File: src/rtl/bitser_pkg.sv
// ---------------------------------------------------------------------------
// bitser_pkg
// Shared definitions for the word-to-bit-serial transmitter.
//   BITSER_WIDTH_DEFAULT : default operand width (bits and flits per word)
//   cnt_w()              : width of the flit counter for a given operand width
//   route_e              : where an accepted input word is steered
// ---------------------------------------------------------------------------
package bitser_pkg;

   localparam int BITSER_WIDTH_DEFAULT = 8;

   // A 1-bit word still needs a 1-bit counter, so clamp at 1.
   function automatic int cnt_w(input int width);
      int w;
      w = $clog2(width);
      return (w < 1) ? 1 : w;
   endfunction

   typedef enum logic [1:0] {
      ROUTE_NONE = 2'd0,
      ROUTE_SR   = 2'd1,
      ROUTE_HR   = 2'd2
   } route_e;

endpackage

File: src/rtl/bitser_tx_if.sv
// ---------------------------------------------------------------------------
// bitser_tx_if
// Word-side and serial-side handshake bundle of bitser_tx.
//   Word side   : i_A, i_B (WIDTH), i_vld, o_rdy
//   Serial side : o_A, o_B, o_vld, o_last, i_rdy
// Modports:
//   slave  - the transmitter (consumes words, produces flits)
//   master - the environment (produces words, consumes flits)
// ---------------------------------------------------------------------------
interface bitser_tx_if #(
   parameter int WIDTH = bitser_pkg::BITSER_WIDTH_DEFAULT
);
   logic [WIDTH-1:0] i_A;
   logic [WIDTH-1:0] i_B;
   logic             i_vld;
   logic             o_rdy;
   logic             o_A;
   logic             o_B;
   logic             o_vld;
   logic             o_last;
   logic             i_rdy;

   modport slave (
      input  i_A, i_B, i_vld, i_rdy,
      output o_rdy, o_A, o_B, o_vld, o_last
   );

   modport master (
      output i_A, i_B, i_vld, i_rdy,
      input  o_rdy, o_A, o_B, o_vld, o_last
   );
endinterface

File: src/rtl/bitser_shreg.sv
// ---------------------------------------------------------------------------
// bitser_shreg
// Loadable right-shift register holding one {A,B} operand pair. Both
// operands shift together so bit 0 of each is always the current flit.
//   clk   : clock
//   load  : parallel load of din (wins over shift)
//   shift : shift both operands right by one
//   din   : parallel pair, packed as {a, b}
//   bit_a : bit 0 of the held A
//   bit_b : bit 0 of the held B
// Data path only: no reset, validity is tracked by the owner.
// ---------------------------------------------------------------------------
module bitser_shreg #(
   parameter int WIDTH = bitser_pkg::BITSER_WIDTH_DEFAULT
) (
   input  logic               clk,
   input  logic               load,
   input  logic               shift,
   input  logic [2*WIDTH-1:0] din,
   output logic               bit_a,
   output logic               bit_b
);
   typedef struct packed {
      logic [WIDTH-1:0] a;
      logic [WIDTH-1:0] b;
   } operand_pair_t;

   operand_pair_t din_pair;
   operand_pair_t sr;

   assign din_pair = din;

   always_ff @(posedge clk) begin
      if (load) begin
         sr <= din_pair;
      end else if (shift) begin
         sr.a <= sr.a >> 1;
         sr.b <= sr.b >> 1;
      end
   end

   assign bit_a = sr.a[0];
   assign bit_b = sr.b[0];
endmodule

File: src/rtl/mm_flop.sv
// ---------------------------------------------------------------------------
// mm_flop
// Single-bit control flop with synchronous active-low reset to 0.
//   clk   : clock
//   rst_n : synchronous reset, active-low
//   d     : next value
//   q     : registered value
// ---------------------------------------------------------------------------
module mm_flop (
   input  logic clk,
   input  logic rst_n,
   input  logic d,
   output logic q
);
   always_ff @(posedge clk) begin
      if (!rst_n) q <= 1'b0;
      else        q <= d;
   end
endmodule

File: src/rtl/bitser_tx.sv
// ---------------------------------------------------------------------------
// bitser_tx
// Word-to-bit-serial transmitter. Accepts an {A,B} operand pair per word
// handshake and emits it LSB first as WIDTH lock-step flits, o_last on the
// MSB flit. A one-word holding register (HR) behind the shift register (SR)
// lets the next word be taken while the current one shifts, so consecutive
// words leave with no bubble.
//   i_clk     : clock, all state on the rising edge
//   i_reset_n : synchronous reset, active-low
//   bus       : bitser_tx_if slave (i_A/i_B/i_vld/o_rdy word side,
//               o_A/o_B/o_vld/o_last/i_rdy serial side)
// ---------------------------------------------------------------------------
module bitser_tx
   import bitser_pkg::*;
#(
   parameter int WIDTH = BITSER_WIDTH_DEFAULT
) (
   input  logic       i_clk,
   input  logic       i_reset_n,
   bitser_tx_if.slave bus
);
   localparam int            CW       = cnt_w(WIDTH);
   localparam logic [CW-1:0] CNT_LAST = CW'(WIDTH - 1);

   typedef struct packed {
      logic [WIDTH-1:0] a;
      logic [WIDTH-1:0] b;
   } operand_pair_t;

   operand_pair_t in_pair;
   operand_pair_t hr;
   operand_pair_t sr_din;

   logic          sr_full, sr_full_nxt;
   logic          hr_full, hr_full_nxt;
   logic          rdy;
   logic [CW-1:0] cnt, cnt_nxt;
   logic          bit_a, bit_b;

   logic          is_last, xfer_out, xfer_in;
   logic          sr_frees, sr_shift, sr_load, hr_to_sr;
   route_e        route;

   assign in_pair.a = bus.i_A;
   assign in_pair.b = bus.i_B;

   assign is_last  = (cnt == CNT_LAST);
   assign xfer_out = sr_full && bus.i_rdy;
   assign xfer_in  = bus.i_vld && rdy;
   assign sr_frees = xfer_out && is_last;
   assign sr_shift = xfer_out && !is_last;
   assign hr_to_sr = sr_frees && hr_full;

   // A new word may enter SR only when nothing older is waiting in HR;
   // otherwise it queues in HR, which keeps word order intact.
   always_comb begin
      route = ROUTE_NONE;
      if (xfer_in) begin
         if (!sr_full || (sr_frees && !hr_full)) route = ROUTE_SR;
         else                                    route = ROUTE_HR;
      end
   end

   assign sr_load = hr_to_sr || (route == ROUTE_SR);
   assign sr_din  = hr_to_sr ? hr : in_pair;

   always_comb begin
      sr_full_nxt = sr_full;
      if (sr_load)       sr_full_nxt = 1'b1;
      else if (sr_frees) sr_full_nxt = 1'b0;
   end

   // A refill of HR in the same cycle it drains into SR keeps it full.
   always_comb begin
      hr_full_nxt = hr_full;
      if (route == ROUTE_HR) hr_full_nxt = 1'b1;
      else if (hr_to_sr)     hr_full_nxt = 1'b0;
   end

   always_comb begin
      cnt_nxt = cnt;
      if (sr_load)       cnt_nxt = '0;
      else if (sr_shift) cnt_nxt = cnt + CW'(1);
   end

   // ---- state update: control flops, counter, holding register ----
   mm_flop u_sr_full (.clk(i_clk), .rst_n(i_reset_n), .d(sr_full_nxt),  .q(sr_full));
   mm_flop u_hr_full (.clk(i_clk), .rst_n(i_reset_n), .d(hr_full_nxt),  .q(hr_full));
   // Ready is registered from the next HR state so it never combines i_rdy/i_vld.
   mm_flop u_rdy     (.clk(i_clk), .rst_n(i_reset_n), .d(!hr_full_nxt), .q(rdy));

   always_ff @(posedge i_clk) begin
      if (!i_reset_n) cnt <= '0;
      else            cnt <= cnt_nxt;
   end

   always_ff @(posedge i_clk) begin
      if (route == ROUTE_HR) hr <= in_pair;
   end

   bitser_shreg #(.WIDTH(WIDTH)) u_shreg (
      .clk   (i_clk),
      .load  (sr_load),
      .shift (sr_shift),
      .din   (sr_din),
      .bit_a (bit_a),
      .bit_b (bit_b)
   );

   // ---- serial outputs, forced to 0 while SR is empty ----
   assign bus.o_vld  = sr_full;
   assign bus.o_A    = sr_full && bit_a;
   assign bus.o_B    = sr_full && bit_b;
   assign bus.o_last = sr_full && is_last;
   assign bus.o_rdy  = rdy;
endmodule

File: src/flat_wrapper.sv
// flat-port wrapper written by rule: the top's interface ports become plain ports
module bitser_tx_flat import bitser_pkg::*;
#(
   parameter int WIDTH = BITSER_WIDTH_DEFAULT
)
  (i_clk, i_reset_n, bus_i_A, bus_i_B, bus_i_vld, bus_i_rdy, bus_o_rdy, bus_o_A, bus_o_B, bus_o_vld, bus_o_last);
  bitser_tx_if #(.WIDTH(WIDTH)) bus_i ();
  input  logic i_clk;
  input  logic i_reset_n;
  input wire logic [$bits(bus_i.i_A)-1:0] bus_i_A;
  input wire logic [$bits(bus_i.i_B)-1:0] bus_i_B;
  input wire logic [$bits(bus_i.i_vld)-1:0] bus_i_vld;
  input wire logic [$bits(bus_i.i_rdy)-1:0] bus_i_rdy;
  output wire logic [$bits(bus_i.o_rdy)-1:0] bus_o_rdy;
  output wire logic [$bits(bus_i.o_A)-1:0] bus_o_A;
  output wire logic [$bits(bus_i.o_B)-1:0] bus_o_B;
  output wire logic [$bits(bus_i.o_vld)-1:0] bus_o_vld;
  output wire logic [$bits(bus_i.o_last)-1:0] bus_o_last;
  assign bus_i.i_A = bus_i_A;
  assign bus_i.i_B = bus_i_B;
  assign bus_i.i_vld = bus_i_vld;
  assign bus_i.i_rdy = bus_i_rdy;
  assign bus_o_rdy = bus_i.o_rdy;
  assign bus_o_A = bus_i.o_A;
  assign bus_o_B = bus_i.o_B;
  assign bus_o_vld = bus_i.o_vld;
  assign bus_o_last = bus_i.o_last;
  bitser_tx #(.WIDTH(WIDTH)) u_core (.i_clk(i_clk), .i_reset_n(i_reset_n), .bus(bus_i));
endmodule
File: config.mk
export PLATFORM = sky130hd
export DESIGN_NAME = bitser_tx_flat
export DESIGN_NICKNAME = d
export VERILOG_FILES = /design/src/rtl/bitser_pkg.sv /design/src/rtl/bitser_tx_if.sv /design/src/rtl/bitser_shreg.sv /design/src/rtl/mm_flop.sv /design/src/rtl/bitser_tx.sv /design/src/flat_wrapper.sv
export SDC_FILE = /design/constraint.sdc
export NUM_CORES = 1
export LEC_CHECK = 0
export CAP_MARGIN = 20
export CORE_MARGIN = 2
export CORE_UTILIZATION = 55
export CTS_BUF_LIST = sky130_fd_sc_hd__clkbuf_4 sky130_fd_sc_hd__clkbuf_8
export CTS_CLUSTER_SIZE = 12
export DETAILED_ROUTE_END_ITERATION = 10
export GPL_ROUTABILITY_DRIVEN = 0
export GPL_TIMING_DRIVEN = 0
export PLACE_DENSITY = 0.8
export SYNTH_ARGS = -nofsm -noshare
export SYNTH_HDL_FRONTEND = slang
export SYNTH_HIERARCHICAL = 1
export SYNTH_SLANG_ARGS = --single-unit
File: constraint.sdc
create_clock -name i_clk -period 2.29 [get_ports i_clk]
set_clock_uncertainty 0.05 [all_clocks]
set_input_delay 0.458 -clock i_clk [delete_from_list [all_inputs] [get_ports i_clk]]
set_output_delay 0.458 -clock i_clk [all_outputs]
set_load 0.02 [all_outputs]
==> results of run 1 <==
-- routing by layer --
layer	up-vias	global-route usage (%)	wire length, µm
met5	-	0	0
met2	23	28.1	1270
met1	454	19.4	1120
met3	9	6.61	125
li1	466	-	-
met4	0	10.2	73
-- cell type report --
type                       instances  area, µm²
buffer                             4       47.5
clock buffer                       7       52.6
fill                             220        935
sequential                        38       1080
multi-input combinational         63        628
inverter                           1       3.75
tap                               44       55.1
timing repair buffer              25        250
-- cell usage after synthesis (2+ instances only) --
library cell and number:
a21oi_1 2, and2_1 6, and2_2 2, buf_6 2, dfxtp_1 6, edfxtp_1 32, ha_1 2, mux2_2 13
mux2_4 17, mux2i_1 2, nand2_1 4, nor2_1 5, o21ai_0 2
-- sequential cells by signal (all words and copies together) (netlist names) --
signal                cells
u_core/u_shreg/sr        14
u_core/u_shreg/bit_a      1
u_core/u_rdy/q            1
u_core/cnt                3
u_core/hr                16
u_core/u_shreg/bit_b      1
u_core/u_sr_full/q        1
u_core/u_hr_full/q        1
-- worst min-delay path by stage --
| stage | start | endpoint | slack [ns] | depth (start not counted) |
|---|---|---|---|---|
| 3_3_place_gp | u_core/cnt[2] | u_core/cnt[2] | 0.43 | 2 |
| 6_report | u_core/cnt[2] | u_core/cnt[2] | 0.47 | 2 |
| 2_1_floorplan | u_core/cnt[1] | u_core/cnt[1] | 0.42 | 2 |
| 3_5_place_dp | u_core/cnt[2] | u_core/cnt[2] | 0.46 | 2 |
| 4_1_cts | u_core/cnt[2] | u_core/cnt[2] | 0.49 | 2 |
| 5_1_grt | u_core/cnt[2] | u_core/cnt[2] | 0.51 | 2 |
-- cell families (layout without fill, tap and decap cells) --
family / Yosys count / count (layout)
multiplexers: 32 / 32
AND/OR/NAND/NOR: 20 / 20
flip-flops: 38 / 38
AO/OA/AOI/OAI: 8 / 8
buffers and inverters: 5 / 37
adder cells (fa/ha/maj): 2 / 2
XOR/XNOR: 1 / 1
-- stage by stage --
stage	area [µm²]	hold WS, ns	worst slack [ns]	utilization, %
2_1_floorplan	1760	0.418	0.221	-
3_3_place_gp	2050	0.432	-0.421	67.3
3_5_place_dp	2060	0.457	-0.407	67.6
4_1_cts	2120	0.486	0.0477	69.4
5_1_grt	2120	0.509	0.0251	69.4
6_report	2120	0.474	0.120	69.4
-- power by group --
| part | internal, mW | switching (mW) |
|---|---|---|
| clock | 0.139 | 0.190 |
| sequential | 0.828 | 0.0217 |
| combinational | 0.153 | 0.107 |
-- placed cells by master, fill, tap and decap left out --
master           netlist  routed
edfxtp_1              32      32
clkdlybuf4s50_1        0      23
mux2_4                17      17
mux2_2                13      13
clkbuf_4               0       7
and2_1                 6       6
dfxtp_1                6       6
nor2_1                 5       5
nand2_1                4       4
buf_6                  2       3
a21oi_1                2       2
o21ai_0                2       2
mux2i_1                2       2
and2_2                 2       2
dlygate4sd2_1          0       1
buf_2                  1       1
nand4_4                1       1
a22oi_1                1       1
a21boi_1               0       1
a31oi_1                1       1
a21o_1                 1       1
nand3b_1               1       1
inv_1                  1       1
xor2_1                 1       1
ha_2                   0       1
ha_1                   2       1
buf_12                 1       1
or2_2                  0       1
-- critical path: stages (launching register included) --
cell	delay, ns
dfxtp_1	0.34
ha_1	0.20
ha_2	0.21
a21boi_1	0.21
nor2_1	0.09
buf_6	0.16
buf_12	0.15
or2_2	0.46
==> impl_metrics.xml, run 1 <==
<?xml version="1.0" encoding="UTF-8"?>
<metrics>
  <group name="logic_synthesis">
    <metric name="number_of_nets_in_the_synthesized_netlist" unit="">128</metric>
    <metric name="synth_xor_area_share" unit="%">0.498</metric>
    <metric name="seq_area_frac_synth" unit="%">61.5</metric>
    <metric name="syn_inst" unit="">106</metric>
    <metric name="synth_flop_cell" unit="">edfxtp_1</metric>
    <metric name="syn_avg_cell_area" unit="µm²">16.6</metric>
    <metric name="mappedNetlistArea" unit="mm²">0.00176</metric>
    <metric name="library_cells_used_by_synthesis" unit="">24</metric>
    <metric name="synthDominantAreaCellType" unit="">edfxtp_1</metric>
    <metric name="ys_async_sr_fraction" unit="%">0</metric>
    <metric name="synth_top_cells_by_area" unit="">edfxtp_1 (55%), mux2_4 (15%), mux2_2 (8.3%)</metric>
    <metric name="combinational_family_with_the_most_area_after_synthesis" unit="">multiplexers</metric>
    <metric name="synth-adder-area-share" unit="%">1.42</metric>
    <metric name="synth-edff-count" unit="">32</metric>
    <metric name="synth.ff_latch_count" unit="">38</metric>
    <metric name="synthDominantCellAreaShare" unit="%">54.7</metric>
    <metric name="post_synth_mux_area_share" unit="%">24.0</metric>
    <metric name="synth_compound_area_share" unit="%">2.78</metric>
    <metric name="post_synthesis_share_of_cell_area_spent_on_and_or_nand_and_nor_gates" unit="%">6.90</metric>
    <metric name="ys_warn_count" unit="">6</metric>
  </group>
  <group name="setup_path">
    <metric name="rr_worst_depth" unit="">7</metric>
    <metric name="worstSetupPathType" unit="">reg -&gt; reg</metric>
    <metric name="worstReg2RegStart" unit="">u_core/cnt[0]</metric>
    <metric name="critical_path_required" unit="ns">2.28</metric>
    <metric name="cp_arrival" unit="ns">2.16</metric>
    <metric name="worst-path-max-fanout" unit="">16</metric>
    <metric name="cp_capture_point" unit="">u_core/u_shreg/sr[11]</metric>
    <metric name="cp-end-kind" unit="">flip-flop</metric>
    <metric name="critical_path.reg2reg.endpoint" unit="">u_core/u_shreg/sr[11]</metric>
    <metric name="r2r_setup_slack" unit="ns">0.12</metric>
    <metric name="startpoint_type" unit="">flip-flop</metric>
    <metric name="startpoint" unit="">u_core/cnt[0]</metric>
  </group>
  <group name="global_route">
    <metric name="largest_net_degree_at_the_start_of_global_routing" unit="">17</metric>
    <metric name="vias_in_the_first_global_route" unit="">976</metric>
    <metric name="grt_antenna_before_repair" unit="">0</metric>
    <metric name="grt_overflow" unit="">0</metric>
    <metric name="global_route.usage.total" unit="%">17.3</metric>
    <metric name="grt_pass1_wl" unit="mm">4.32</metric>
  </group>
  <group name="clocking">
    <metric name="cts_htree_levels" unit="">2</metric>
    <metric name="cts-resized-gates" unit="">3</metric>
    <metric name="tritoncts.num_buffers" unit="">5</metric>
    <metric name="number_of_hold_repair_buffers_added_at_the_cts_stage" unit="">0</metric>
    <metric name="cts_sinks" unit="">38</metric>
    <metric name="cts-root-buf" unit="">clkbuf_4</metric>
    <metric name="cts.reportedPaths.clkPinSlew" unit="ns">0.09</metric>
    <metric name="tritoncts_clock_tree" unit="">done</metric>
    <metric name="post-cts-setup-buffer-count" unit="">0</metric>
    <metric name="clkLatencyLatePin" unit="ns">0.34</metric>
    <metric name="ctsLongestPathBuffers" unit="">2</metric>
  </group>
  <group name="floorplan">
    <metric name="initial_core_util" unit="%">57.6</metric>
    <metric name="core_area" unit="mm²">0.00305</metric>
    <metric name="fp.dieW" unit="µm">60.5</metric>
    <metric name="die_height" unit="µm">60.5</metric>
    <metric name="fp.dieArea" unit="mm²">0.00366</metric>
    <metric name="io_pins" unit="">25</metric>
    <metric name="core.rowCount" unit="">20</metric>
  </group>
  <group name="pwr">
    <metric name="fin_total_pwr" unit="mW">1.44</metric>
    <metric name="vdd_ir_drop_max" unit="mV">0.403</metric>
    <metric name="power_density" unit="mW/mm²">680</metric>
    <metric name="leakage" unit="nW">0.836</metric>
  </group>
  <group name="routing">
    <metric name="detailedRoute.firstIterationViolations" unit="">32</metric>
    <metric name="vias_per_cell" unit="">5.23</metric>
    <metric name="finalWirelength" unit="mm">2.59</metric>
    <metric name="avgRoutedWirePerCell" unit="µm">14.2</metric>
    <metric name="vias" unit="">952</metric>
    <metric name="firstDrtPassIters" unit="">4</metric>
    <metric name="post-route-drc-count" unit="">0</metric>
    <metric name="drtAntennaViolNets" unit="">0</metric>
  </group>
  <group name="placed_design">
    <metric name="placed_cells_incl_taps" unit="">175</metric>
    <metric name="placed_wire_length_estimate_after_detailed_placement" unit="mm">1.85</metric>
    <metric name="placement.io_buffers" unit="">24</metric>
  </group>
  <group name="status">
    <metric name="status" unit="">complete, no violations</metric>
  </group>
  <group name="sta">
    <metric name="finalSetupTns" unit="ns">0</metric>
    <metric name="maxSlewViolCount" unit="">0</metric>
    <metric name="max-slew-margin-rel" unit="%">55.3</metric>
    <metric name="worst-slew-pin-transition" unit="ns">0.669</metric>
    <metric name="timing.final.setup_violations" unit="">0</metric>
    <metric name="timing.final.crit_share" unit="%">94.8</metric>
    <metric name="min_period" unit="ns">2.17</metric>
    <metric name="max_freq" unit="GHz">0.461</metric>
    <metric name="setup_repair_after_global_routing_missed_its_margin" unit="">false</metric>
    <metric name="timing.final.hold_violations" unit="">0</metric>
  </group>
  <group name="final_layout">
    <metric name="finalNonFillerCells" unit="">182</metric>
    <metric name="drive_gt1_share" unit="%">34.1</metric>
    <metric name="flow.area_growth_from_synthesis" unit="%">20.5</metric>
    <metric name="antennaDiodeCount" unit="">0</metric>
    <metric name="finish.net_count" unit="">160</metric>
  </group>
  <group name="flow_run">
    <metric name="max_cap_violations" unit="">0</metric>
  </group>
  <group name="hold_path">
    <metric name="holdCritPathClass" unit="">reg -&gt; reg</metric>
  </group>
</metrics>
Note: power is estimated with default switching activity, not from simulation.
==> run 2: changes to the inputs <==
Settings changed: CORE_UTILIZATION 55 to 32, PLACE_DENSITY 0.8 to not set.
==> impl_metrics.xml, run 2 (synthesis results as in run 1) <==
<?xml version="1.0" encoding="UTF-8"?>
<metrics>
  <group name="routing">
    <metric name="vias" unit="">946</metric>
    <metric name="drtAntennaViolNets" unit="">0</metric>
    <metric name="firstDrtPassIters" unit="">4</metric>
    <metric name="avgRoutedWirePerCell" unit="µm">13.8</metric>
    <metric name="detailedRoute.firstIterationViolations" unit="">45</metric>
    <metric name="vias_per_cell" unit="">4.53</metric>
    <metric name="post-route-drc-count" unit="">0</metric>
    <metric name="finalWirelength" unit="mm">2.88</metric>
  </group>
  <group name="final_layout">
    <metric name="largest_registers" unit="">u_core/hr: 16 flops, u_core/u_shreg/sr: 14 flops, u_core/cnt: 3 flops</metric>
    <metric name="drive_gt1_share" unit="%">34.5</metric>
    <metric name="most-common-layout-cells" unit="">edfxtp_1 (32), clkdlybuf4s50_1 (23), mux2_4 (17), mux2_2 (13)</metric>
    <metric name="finish.net_count" unit="">160</metric>
    <metric name="antennaDiodeCount" unit="">0</metric>
    <metric name="top_register" unit="">u_core/hr</metric>
    <metric name="largest_register_ffs" unit="">16</metric>
    <metric name="layout.cells.most_common" unit="">edfxtp_1</metric>
    <metric name="fin_area" unit="mm²">0.00223</metric>
    <metric name="flow.area_growth_from_synthesis" unit="%">27.1</metric>
  </group>
  <group name="pwr">
    <metric name="leakage" unit="nW">0.870</metric>
    <metric name="share_clk_of_total_power" unit="%">38.1</metric>
    <metric name="internal_power" unit="mW">1.42</metric>
    <metric name="switching_power" unit="mW">0.382</metric>
    <metric name="combPwrFrac" unit="%">14.7</metric>
    <metric name="sequentialPowerShare" unit="%">47.2</metric>
    <metric name="power_density" unit="mW/mm²">806</metric>
    <metric name="swShare" unit="%">21.2</metric>
    <metric name="vdd_ir_drop_max" unit="mV">0.392</metric>
  </group>
  <group name="global_route">
    <metric name="global_route.usage.total" unit="%">10.3</metric>
    <metric name="top_usage_layer" unit="">met2</metric>
    <metric name="groute.layer.met3.usage" unit="%">3.22</metric>
    <metric name="grt_overflow" unit="">0</metric>
    <metric name="fraction_of_met2_tracks_used_by_global_routing" unit="%">17.2</metric>
    <metric name="grt_antenna_before_repair" unit="">0</metric>
    <metric name="grt_pass1_wl" unit="mm">4.80</metric>
    <metric name="vias_in_the_first_global_route" unit="">1026</metric>
    <metric name="largest_net_degree_at_the_start_of_global_routing" unit="">17</metric>
    <metric name="gr-usage-met1" unit="%">12.0</metric>
  </group>
  <group name="floorplan">
    <metric name="fp.dieW" unit="µm">78.1</metric>
    <metric name="core.rowCount" unit="">26</metric>
    <metric name="io_pins" unit="">25</metric>
    <metric name="fp.dieArea" unit="mm²">0.00610</metric>
    <metric name="initial_core_util" unit="%">33.8</metric>
    <metric name="core_area" unit="mm²">0.00520</metric>
    <metric name="die_height" unit="µm">78.1</metric>
  </group>
  <group name="sta">
    <metric name="max-slew-margin-rel" unit="%">61.8</metric>
    <metric name="finalSetupTns" unit="ns">0</metric>
    <metric name="timing.final.crit_share" unit="%">90.6</metric>
    <metric name="timing.final.hold_violations" unit="">0</metric>
    <metric name="worst-slew-pin-transition" unit="ns">0.571</metric>
    <metric name="min_period" unit="ns">2.08</metric>
    <metric name="maxSlewViolCount" unit="">0</metric>
    <metric name="setup_repair_after_global_routing_missed_its_margin" unit="">false</metric>
    <metric name="max_freq" unit="GHz">0.482</metric>
    <metric name="timing.final.setup_violations" unit="">0</metric>
  </group>
  <group name="placed_design">
    <metric name="placed_wire_length_estimate_after_detailed_placement" unit="mm">1.98</metric>
    <metric name="placement_cell_area" unit="mm²">0.00209</metric>
    <metric name="placement.io_buffers" unit="">24</metric>
  </group>
  <group name="clocking">
    <metric name="cts_sinks" unit="">38</metric>
    <metric name="tritoncts.num_buffers" unit="">5</metric>
    <metric name="post-cts-setup-buffer-count" unit="">0</metric>
    <metric name="cts.reportedPaths.clkPinSlew" unit="ns">0.09</metric>
    <metric name="cts-root-buf" unit="">clkbuf_8</metric>
    <metric name="tritoncts_clock_tree" unit="">done</metric>
    <metric name="ctsLongestPathBuffers" unit="">2</metric>
    <metric name="cts_htree_levels" unit="">2</metric>
    <metric name="clkLatencyLatePin" unit="ns">0.30</metric>
  </group>
  <group name="setup_path">
    <metric name="worst-path-max-fanout" unit="">10</metric>
    <metric name="startpoint_type" unit="">flip-flop</metric>
    <metric name="cp-end-kind" unit="">primary output</metric>
    <metric name="worstReg2RegStart" unit="">u_core/cnt[0]</metric>
    <metric name="critical_path_required" unit="ns">1.78</metric>
    <metric name="r2r_setup_slack" unit="ns">0.22</metric>
    <metric name="worstSetupPathType" unit="">reg -&gt; out</metric>
    <metric name="startpoint" unit="">u_core/u_sr_full/q</metric>
    <metric name="cp_arrival" unit="ns">1.57</metric>
  </group>
  <group name="status">
    <metric name="status" unit="">complete, no violations</metric>
  </group>
  <group name="hold_path">
    <metric name="min_from" unit="">u_core/cnt[1]</metric>
    <metric name="holdCritPathClass" unit="">reg -&gt; reg</metric>
  </group>
  <group name="flow_run">
    <metric name="max_cap_violations" unit="">0</metric>
  </group>
</metrics>
==> run 2: final cells by class <==
cell class / instances / area, µm²
Clock inverter: 3 / 68.8
Fill cell: 471 / 2970
Buffer: 4 / 47.5
Tap cell: 70 / 87.6
Inverter: 1 / 3.75
Timing Repair Buffer: 25 / 246
Sequential cell: 38 / 1080
Multi-Input combinational cell: 63 / 631
Clock buffer: 5 / 68.8
==> run 2: metal layers <==
| metal | vias to the layer above | wire length [µm] |
|---|---|---|
| met5 | - | 0 |
| met4 | 0 | 37 |
| met3 | 4 | 156 |
| met2 | 27 | 1390 |
| met1 | 456 | 1290 |
| li1 | 459 | - |
==> run 2: path summary, 6_finish.rpt <==
| check | end | depth (start not counted) |
|---|---|---|
| worst max-delay path | bus_o_A | 3 |
| worst min register to register | u_core/cnt[1] | 2 |
| worst min-delay path | u_core/cnt[1] | 2 |
| worst max register to register | u_core/u_shreg/sr[15] | 7 |
==> run 2: repair_timing <==
item                       in CTS  in global routing
pin swaps                       0                  0
setup endpoints to repair      17                 16
hold buffers                    0                  0
gates resized for setup         3                  1
==> run 2: power by group through the flow <==
stage	registers, mW	clock network [mW]	logic [mW]
floorplan	0.867	0	0.170
global placement	0.865	0	0.252
detailed placement	0.867	0	0.263
CTS	0.852	0.702	0.265
global route	0.857	0.727	0.286
finish	0.851	0.686	0.265
==> run 2: through the flow <==
step | hold WS (ns) | power [mW] | worst slack [ns] | util, % | instances
floorplan | 0.418 | 1.04 | 0.221 | - | 106
global placement | 0.432 | 1.12 | -0.457 | 40.1 | 200
detailed placement | 0.462 | 1.13 | -0.468 | 40.2 | 201
CTS | 0.487 | 1.82 | 0.0433 | 42.9 | 209
global route | 0.507 | 1.87 | 0.0489 | 42.9 | 209
finish | 0.478 | 1.80 | 0.214 | 42.9 | 209
==> run 2: critical path, stage by stage (launching register included) <==
cell and delay, ns:
dfxtp_1 0.33, buf_2 0.20, and2_1 0.14, clkdlybuf4s50_1 0.60
==> run 3: changes to the inputs <==
Settings changed: CTS_CLUSTER_DIAMETER set to 120, SYNTH_HIERARCHICAL 1 to not set.
==> impl_metrics.xml, run 3 <==
<?xml version="1.0" encoding="UTF-8"?>
<metrics>
  <group name="sta">
    <metric name="setup_repair_after_global_routing_missed_its_margin" unit="">false</metric>
    <metric name="timing.final.hold_violations" unit="">0</metric>
    <metric name="final.hold.worst_slack" unit="ns">0.497</metric>
    <metric name="max_freq" unit="GHz">0.469</metric>
    <metric name="timing.final.setup_violations" unit="">0</metric>
    <metric name="timing.final.crit_share" unit="%">93.0</metric>
    <metric name="max-slew-margin-rel" unit="%">72.3</metric>
    <metric name="worst-slew-pin-transition" unit="ns">0.415</metric>
    <metric name="min_period" unit="ns">2.13</metric>
    <metric name="maxSlewViolCount" unit="">0</metric>
  </group>
  <group name="floorplan">
    <metric name="die_height" unit="µm">77.5</metric>
    <metric name="initial_core_util" unit="%">33.5</metric>
    <metric name="core_area" unit="mm²">0.00517</metric>
    <metric name="core.rowCount" unit="">26</metric>
    <metric name="io_pins" unit="">25</metric>
    <metric name="fp.dieArea" unit="mm²">0.00601</metric>
    <metric name="fp.dieW" unit="µm">77.5</metric>
  </group>
  <group name="pwr">
    <metric name="internal_power" unit="mW">1.11</metric>
    <metric name="leakage" unit="nW">0.822</metric>
    <metric name="sequentialPowerShare" unit="%">57.0</metric>
    <metric name="power_density" unit="mW/mm²">649</metric>
    <metric name="vdd_ir_drop_max" unit="mV">0.280</metric>
    <metric name="switching_power" unit="mW">0.297</metric>
    <metric name="swShare" unit="%">21.2</metric>
    <metric name="share_clk_of_total_power" unit="%">31.8</metric>
    <metric name="combPwrFrac" unit="%">11.2</metric>
  </group>
  <group name="global_route">
    <metric name="vias_in_the_first_global_route" unit="">970</metric>
    <metric name="global_route.usage.total" unit="%">10.6</metric>
    <metric name="grt_pass1_wl" unit="mm">4.81</metric>
    <metric name="largest_net_degree_at_the_start_of_global_routing" unit="">17</metric>
    <metric name="grt_antenna_before_repair" unit="">0</metric>
    <metric name="grt_overflow" unit="">0</metric>
  </group>
  <group name="setup_path">
    <metric name="timing.critical_path.mode_cell" unit="">ha_1</metric>
    <metric name="critical_path.reg2reg.endpoint" unit="">u_core.u_shreg.sr[4]</metric>
    <metric name="rr_worst_depth" unit="">6</metric>
    <metric name="cp_arrival" unit="ns">2.12</metric>
    <metric name="crit_family" unit="">adder cells</metric>
    <metric name="slowest_delay" unit="ns">0.35</metric>
    <metric name="crit_path_cell_trace" unit="">ha_1 &gt; ha_1 &gt; nand2_1 &gt; a22oi_4 &gt; buf_6 &gt; mux2_2</metric>
    <metric name="worstReg2RegStart" unit="">u_core.cnt[0]</metric>
    <metric name="critical_path_required" unit="ns">2.28</metric>
    <metric name="cp-end-kind" unit="">flip-flop</metric>
    <metric name="r2r_setup_slack" unit="ns">0.16</metric>
    <metric name="worst-path-max-fanout" unit="">10</metric>
    <metric name="worstSetupPathType" unit="">reg -&gt; reg</metric>
    <metric name="critical_path.n_buffers_inverters" unit="">1</metric>
    <metric name="startpoint_type" unit="">flip-flop</metric>
    <metric name="critical_path_slowest_stage_cell" unit="">dfxtp_1</metric>
  </group>
  <group name="final_layout">
    <metric name="fin_area" unit="mm²">0.00216</metric>
    <metric name="flow.area_growth_from_synthesis" unit="%">24.9</metric>
    <metric name="largest_register_ffs" unit="">16</metric>
    <metric name="layout.cells.most_common" unit="">edfxtp_1</metric>
    <metric name="top_register" unit="">u_core.hr</metric>
    <metric name="layout.core_utilization" unit="%">41.8</metric>
    <metric name="antennaDiodeCount" unit="">0</metric>
    <metric name="most-common-layout-cells" unit="">edfxtp_1 (32), clkdlybuf4s50_1 (23), mux2_4 (16), mux2_2 (14), dfxtp_1 (6)</metric>
    <metric name="finish.net_count" unit="">154</metric>
    <metric name="drive_gt1_share" unit="%">33.8</metric>
    <metric name="largest_registers" unit="">u_core.hr: 16 flops, u_core.u_shreg.sr: 14 flops, u_core.cnt: 3 flops</metric>
    <metric name="finalNonFillerCells" unit="">203</metric>
  </group>
  <group name="placed_design">
    <metric name="placement_cell_area" unit="mm²">0.00207</metric>
    <metric name="placed_wire_length_estimate_after_detailed_placement" unit="mm">1.95</metric>
    <metric name="placed_cells_incl_taps" unit="">195</metric>
    <metric name="placement.io_buffers" unit="">24</metric>
  </group>
  <group name="clocking">
    <metric name="tritoncts_clock_tree" unit="">done</metric>
    <metric name="cts_sinks" unit="">38</metric>
    <metric name="number_of_hold_repair_buffers_added_at_the_cts_stage" unit="">0</metric>
    <metric name="cts.reportedPaths.clkPinSlew" unit="ns">0.07</metric>
    <metric name="cts_htree_levels" unit="">2</metric>
    <metric name="clkLatencyLatePin" unit="ns">0.29</metric>
    <metric name="tritoncts.num_buffers" unit="">5</metric>
    <metric name="ctsLongestPathBuffers" unit="">2</metric>
    <metric name="post-cts-setup-buffer-count" unit="">0</metric>
    <metric name="cts-root-buf" unit="">clkbuf_8</metric>
  </group>
  <group name="hold_path">
    <metric name="whs_endpoint" unit="">u_core.u_shreg.sr[11]</metric>
    <metric name="count_of_cells_along_the_worst_hold_path" unit="">1</metric>
    <metric name="min_from" unit="">u_core.u_shreg.sr[12]</metric>
    <metric name="holdCritPathClass" unit="">reg -&gt; reg</metric>
  </group>
  <group name="routing">
    <metric name="post-route-drc-count" unit="">0</metric>
    <metric name="firstDrtPassIters" unit="">3</metric>
    <metric name="avgRoutedWirePerCell" unit="µm">13.8</metric>
    <metric name="vias_per_cell" unit="">4.40</metric>
    <metric name="drtAntennaViolNets" unit="">0</metric>
    <metric name="vias" unit="">894</metric>
    <metric name="detailedRoute.firstIterationViolations" unit="">43</metric>
    <metric name="finalWirelength" unit="mm">2.80</metric>
  </group>
  <group name="logic_synthesis">
    <metric name="library_cells_used_by_synthesis" unit="">23</metric>
    <metric name="synthDominantAreaCellType" unit="">edfxtp_1</metric>
    <metric name="yosys.cell_count.top_type" unit="">edfxtp_1</metric>
    <metric name="synthDominantCellAreaShare" unit="%">55.5</metric>
    <metric name="mappedNetlistArea" unit="mm²">0.00173</metric>
    <metric name="synth-edff-count" unit="">32</metric>
    <metric name="ys_warn_count" unit="">0</metric>
    <metric name="seq_area_frac_synth" unit="%">62.5</metric>
    <metric name="synth.ff_latch_count" unit="">38</metric>
    <metric name="number_of_nets_in_the_synthesized_netlist" unit="">122</metric>
    <metric name="synth_flop_cell" unit="">edfxtp_1</metric>
    <metric name="ys_async_sr_fraction" unit="%">0</metric>
    <metric name="syn_inst" unit="">100</metric>
    <metric name="synth_top_cells_by_area" unit="">edfxtp_1 (56%), mux2_4 (14%), mux2_2 (9.1%)</metric>
    <metric name="syn_avg_cell_area" unit="µm²">17.3</metric>
    <metric name="post_synth_most_frequent_cells" unit="">edfxtp_1 (32), mux2_4 (16), mux2_2 (14), dfxtp_1 (6), nand2_1 (4)</metric>
  </group>
  <group name="flow_run">
    <metric name="max_cap_violations" unit="">0</metric>
  </group>
  <group name="status">
    <metric name="status" unit="">complete, no violations</metric>
  </group>
</metrics>
[run 3: cell count changes in the layout (fill, tap and decap cells not counted), moves of 2 or more]
cell / before / now
and2_2: 2 / 0
nor2_1: 5 / 2
and3_1: 0 / 3
and2_1: 6 / 3
bufinv_16: 2 / 0
[run 3: worst max path at each step]
| stage | startpoint | end | slack (ns) | cells after the start |
|---|---|---|---|---|
| 6_report | u_core.cnt[0] | u_core.u_shreg.sr[4] | 0.16 | 6 |
| 3_3_place_gp | bus_i_rdy | u_core.hr[13] | -0.54 | 4 |
| 5_1_grt | u_core.cnt[0] | u_core.u_shreg.sr[4] | 0.06 | 6 |
| 4_1_cts | u_core.cnt[0] | u_core.hr[7] | 0.05 | 6 |
| 3_5_place_dp | bus_i_rdy | u_core.u_shreg.sr[10] | -0.28 | 4 |
| 2_1_floorplan | u_core.cnt[0] | u_core.hr[0] | 0.14 | 5 |
[run 3: layer usage]
layer | global-route usage (%) | vias up | wire length, µm | part of all wire (%)
met5 | 0 | - | 0 | 0
met4 | 6.43 | 0 | 67 | 2.4
met3 | 3.37 | 5 | 119 | 4.3
met2 | 15.6 | 20 | 1330 | 48
met1 | 13.6 | 420 | 1280 | 46
li1 | - | 449 | - | -
[run 3: power by group through the flow]
stage          Combinational, mW  Clock [mW]  Sequential [mW]
6_report                   0.157       0.446            0.801
5_1_grt                    0.170       0.503            0.803
3_5_place_dp               0.159           0            0.817
3_3_place_gp               0.153           0            0.816
4_1_cts                    0.160       0.464            0.801
2_1_floorplan             0.0910           0            0.817
[run 3: cell type report]
| cell class | instances | area [µm²] |
|---|---|---|
| fillers | 472 | 3010 |
| repair buffers | 25 | 254 |
| well taps | 70 | 87.6 |
| clock buffers | 6 | 76.3 |
| clock inverters | 2 | 8.76 |
| multi-input cells | 59 | 624 |
| plain buffers | 3 | 30.0 |
| flip-flops and latches | 38 | 1080 |
[run 3: repair_timing]
action / in CTS / in global routing
gates resized for setup: 2 / 1
endpoints found under the setup margin: 8 / 10
pin swaps: 0 / 0
[run 3: stage by stage]
step                setup TNS (ns)  power (mW)  setup slack [ns]
floorplan                        0       0.908             0.139
detailed placement           -6.72       0.975            -0.277
global route                     0        1.48            0.0589
CTS                              0        1.43            0.0474
finish                           0        1.40             0.160
global placement            -12.86       0.968            -0.539
[run 3: logic make-up (layout without fill, tap and decap cells)]
| family | Yosys count | count (layout) | share of synthesized area, % |
|---|---|---|---|
| AOI/OAI and AO/OA | 7 | 7 | 3.61 |
| xor gates and xnor gates | 1 | 1 | 0.506 |
| adders and majority gates | 2 | 2 | 1.45 |
| buffers and inverters | 3 | 36 | 1.74 |
| DFF | 38 | 38 | 62.5 |
| muxes | 32 | 32 | 24.2 |
| and+or+nand+nor | 17 | 17 | 6.07 |
[run 3: worst register-to-register path: cells and delay by family, from the launching register on]
kind / cells / cell delay (ns)
AOI/OAI and AO/OA: 1 / 0.32
buffers and inverters: 1 / 0.22
DFF: 1 / 0.35
adders and majority gates: 2 / 0.41
muxes: 1 / 0.36
and+or+nand+nor: 1 / 0.18
==> variant (settings of run 1) <==
The package constant `BITSER_WIDTH_DEFAULT` goes from 8 to 10.
--- a/src/rtl/bitser_pkg.sv
+++ b/src/rtl/bitser_pkg.sv
@@ -7,7 +7,7 @@
 // ---------------------------------------------------------------------------
 package bitser_pkg;
 
-   localparam int BITSER_WIDTH_DEFAULT = 8;
+   localparam int BITSER_WIDTH_DEFAULT = 10;
 
    // A 1-bit word still needs a 1-bit counter, so clamp at 1.
    function automatic int cnt_w(input int width);
Ports: changed (resized bus_i_A and bus_i_B); port bits go from 25 to 29. The function was not compared with the original's and may differ.
==> variant against run 1 <==
- worst setup slack got worse by 30 ps
- first-iteration DRC count grew 120%
- non-clock buffer count increased by 7
- power rose by 32%
- synthesized cell count grew 26%
- core utilization grew 2.1 points
- die area grew 22%
- wire length increased by 43%
- area after synthesis grew 23%
- highest routed layer unchanged
- sequential cell count increased by 9
- design area grew 25%
- count of clock-buffer cells in the layout shrank 1
==> variant: results (changes against run 1) <==
ant diodes -> 0 (unchanged)
Main synth FF type -> edfxtp_1 (unchanged)
vias in the first global route -> 1,253 (was 976)
number of buffers added on ports -> 28 (was 24)
first-pass GRT wire length -> 5820 um (was 4320 um)
Peak VDD IR -> 0.000462 V (was 0.000403 V)
Synth cell types -> 30 (was 24)
mux contribution to synthesized area -> 23.1% (was 24.0%)
Fill cells -> 260 (was 220)
Critical Path Fanout Max -> 6 (was 16)
largest net degree at the start of global routing -> 21 (was 17)
nets@finish -> 198 (was 160)
Post-synth EDFFs -> 40 (was 32)
total CTS buffers -> 5 (unchanged)
main area contributors after synthesis -> edfxtp_1, mux2_4, mux2_1 (was edfxtp_1, mux2_4, mux2_2)
critical path data arrival time -> 1690 ps (was 2160 ps)
XOR/XNOR share of the synthesized area -> 0% (was 0.498%)
DRT iter0 DRCs -> 71 (was 32)
Synth top cells by count -> edfxtp_1, mux2_1, mux2_4, and2_1, dfxtp_1 (was edfxtp_1, mux2_4, mux2_2, and2_1, dfxtp_1)
H-tree levels -> 2 (unchanged)
CTS root buf -> clkbuf_8 (was clkbuf_4)
biggest regs -> u_core/hr x20, u_core/u_shreg/sr x18, u_core/cnt x4 (was u_core/hr x16, u_core/u_shreg/sr x14, u_core/cnt x3)
Synth Area in Compound Gates -> 4.33% (was 2.78%)
Post-Syn Nets -> 160 (was 128)
Slew @ Worst Pin -> 434 ps (was 669 ps)
routed wire length -> 3700 um (was 2590 um)
Via density -> 5.55 (was 5.23)
antenna violations before repair -> 0 (unchanged)
ratio of cells with drive above 1 in the final layout -> 24.3% (was 34.1%)
GRT Total Usage -> 18.5% (was 17.3%)
number of iterations in the first detailed-routing pass -> 4 (unchanged)
LEAKAGE -> 0.947 nW (was 0.836 nW)
DP HPWL -> 2480 um (was 1850 um)
Synth Area in Adders -> 1.15% (was 1.42%)
Hold Slack -> 479 ps (was 474 ps)
status -> completed (unchanged)
Hold WC Path Type -> reg2reg (unchanged)
reg-to-reg slack, setup -> 150 ps (was 120 ps)
Seq/Total Area, Yosys -> 61.8% (was 61.5%)
worst skew pair latency -> 310 ps (was 340 ps)
## variant: cells by family (layout without fill, tap and decap cells)
family                     after synthesis  after routing
DFF                                     47             47
muxes                                   39             39
and+or+nand+nor                         26             26
AOI/OAI and AO/OA                       14             14
buffers and inverters                    6             45
adders and majority gates                2              2
## variant: power breakdown
| part | internal [W] | total [W] | switching [W] |
|---|---|---|---|
| sequential | 0.00103 | 0.00105 | 0.0000299 |
| clock | 0.000246 | 0.000526 | 0.000280 |
| combinational | 0.000188 | 0.000324 | 0.000136 |
| total | 0.00146 | 0.00190 | 0.000445 |
## variant: per-layer routing
| metal | track usage (%) | vias up | wire (um) |
|---|---|---|---|
| met3 | 4.39 | 5 | 141 |
| met2 | 31.5 | 25 | 1940 |
| met1 | 21.9 | 611 | 1560 |
| met5 | 0 | - | 0 |
| met4 | 9.18 | 0 | 63 |
| li1 | - | 585 | - |
## variant: layout make-up
type | instances | share of cell area, %
clock buffers | 6 | 3.11
plain buffers | 5 | 1.70
clock inverters | 2 | 0.612
flip-flops and latches | 47 | 50.5
repair buffers | 31 | 11.6
inverters | 1 | 0.141
well taps | 48 | 2.26
multi-input cells | 81 | 30.1
## variant: metrics by stage
| stage | setup WS [ps] | cells | cell area [um^2] | TNS (ps) |
|---|---|---|---|---|
| floorplan | 102 | 134 | 2170 | 0 |
| global placement | -752 | 210 | 2510 | -28400 |
| detailed placement | -522 | 211 | 2530 | -14970 |
| CTS | 60.5 | 219 | 2630 | 0 |
| global route | 11.7 | 221 | 2660 | 0 |
| finish | 90.2 | 221 | 2660 | 0 |
## variant: critical path, cell delays in order (launching register included)
cell and delay [ps]:
dfxtp_1 380, inv_1 60, ha_1 230, and3b_4 230, and2_2 190, dlygate4sd2_1 310
## variant: path summary, 6_finish.rpt
kind	startpoint	to	cells past startpoint
min	u_core/cnt[1]	u_core/cnt[1]	2
min reg2reg	u_core/cnt[1]	u_core/cnt[1]	2
max reg2reg	u_core/cnt[0]	u_core/u_shreg/sr[13]	5
max	u_core/cnt[1]	bus_o_last	5
## variant: repair_timing
item,4_1_cts,5_1_grt
buffers inserted,0,2
hold buffers,0,0
gates resized for setup,3,2
setup endpoints to repair,21,20
cloned,0,0
pin swaps,0,1
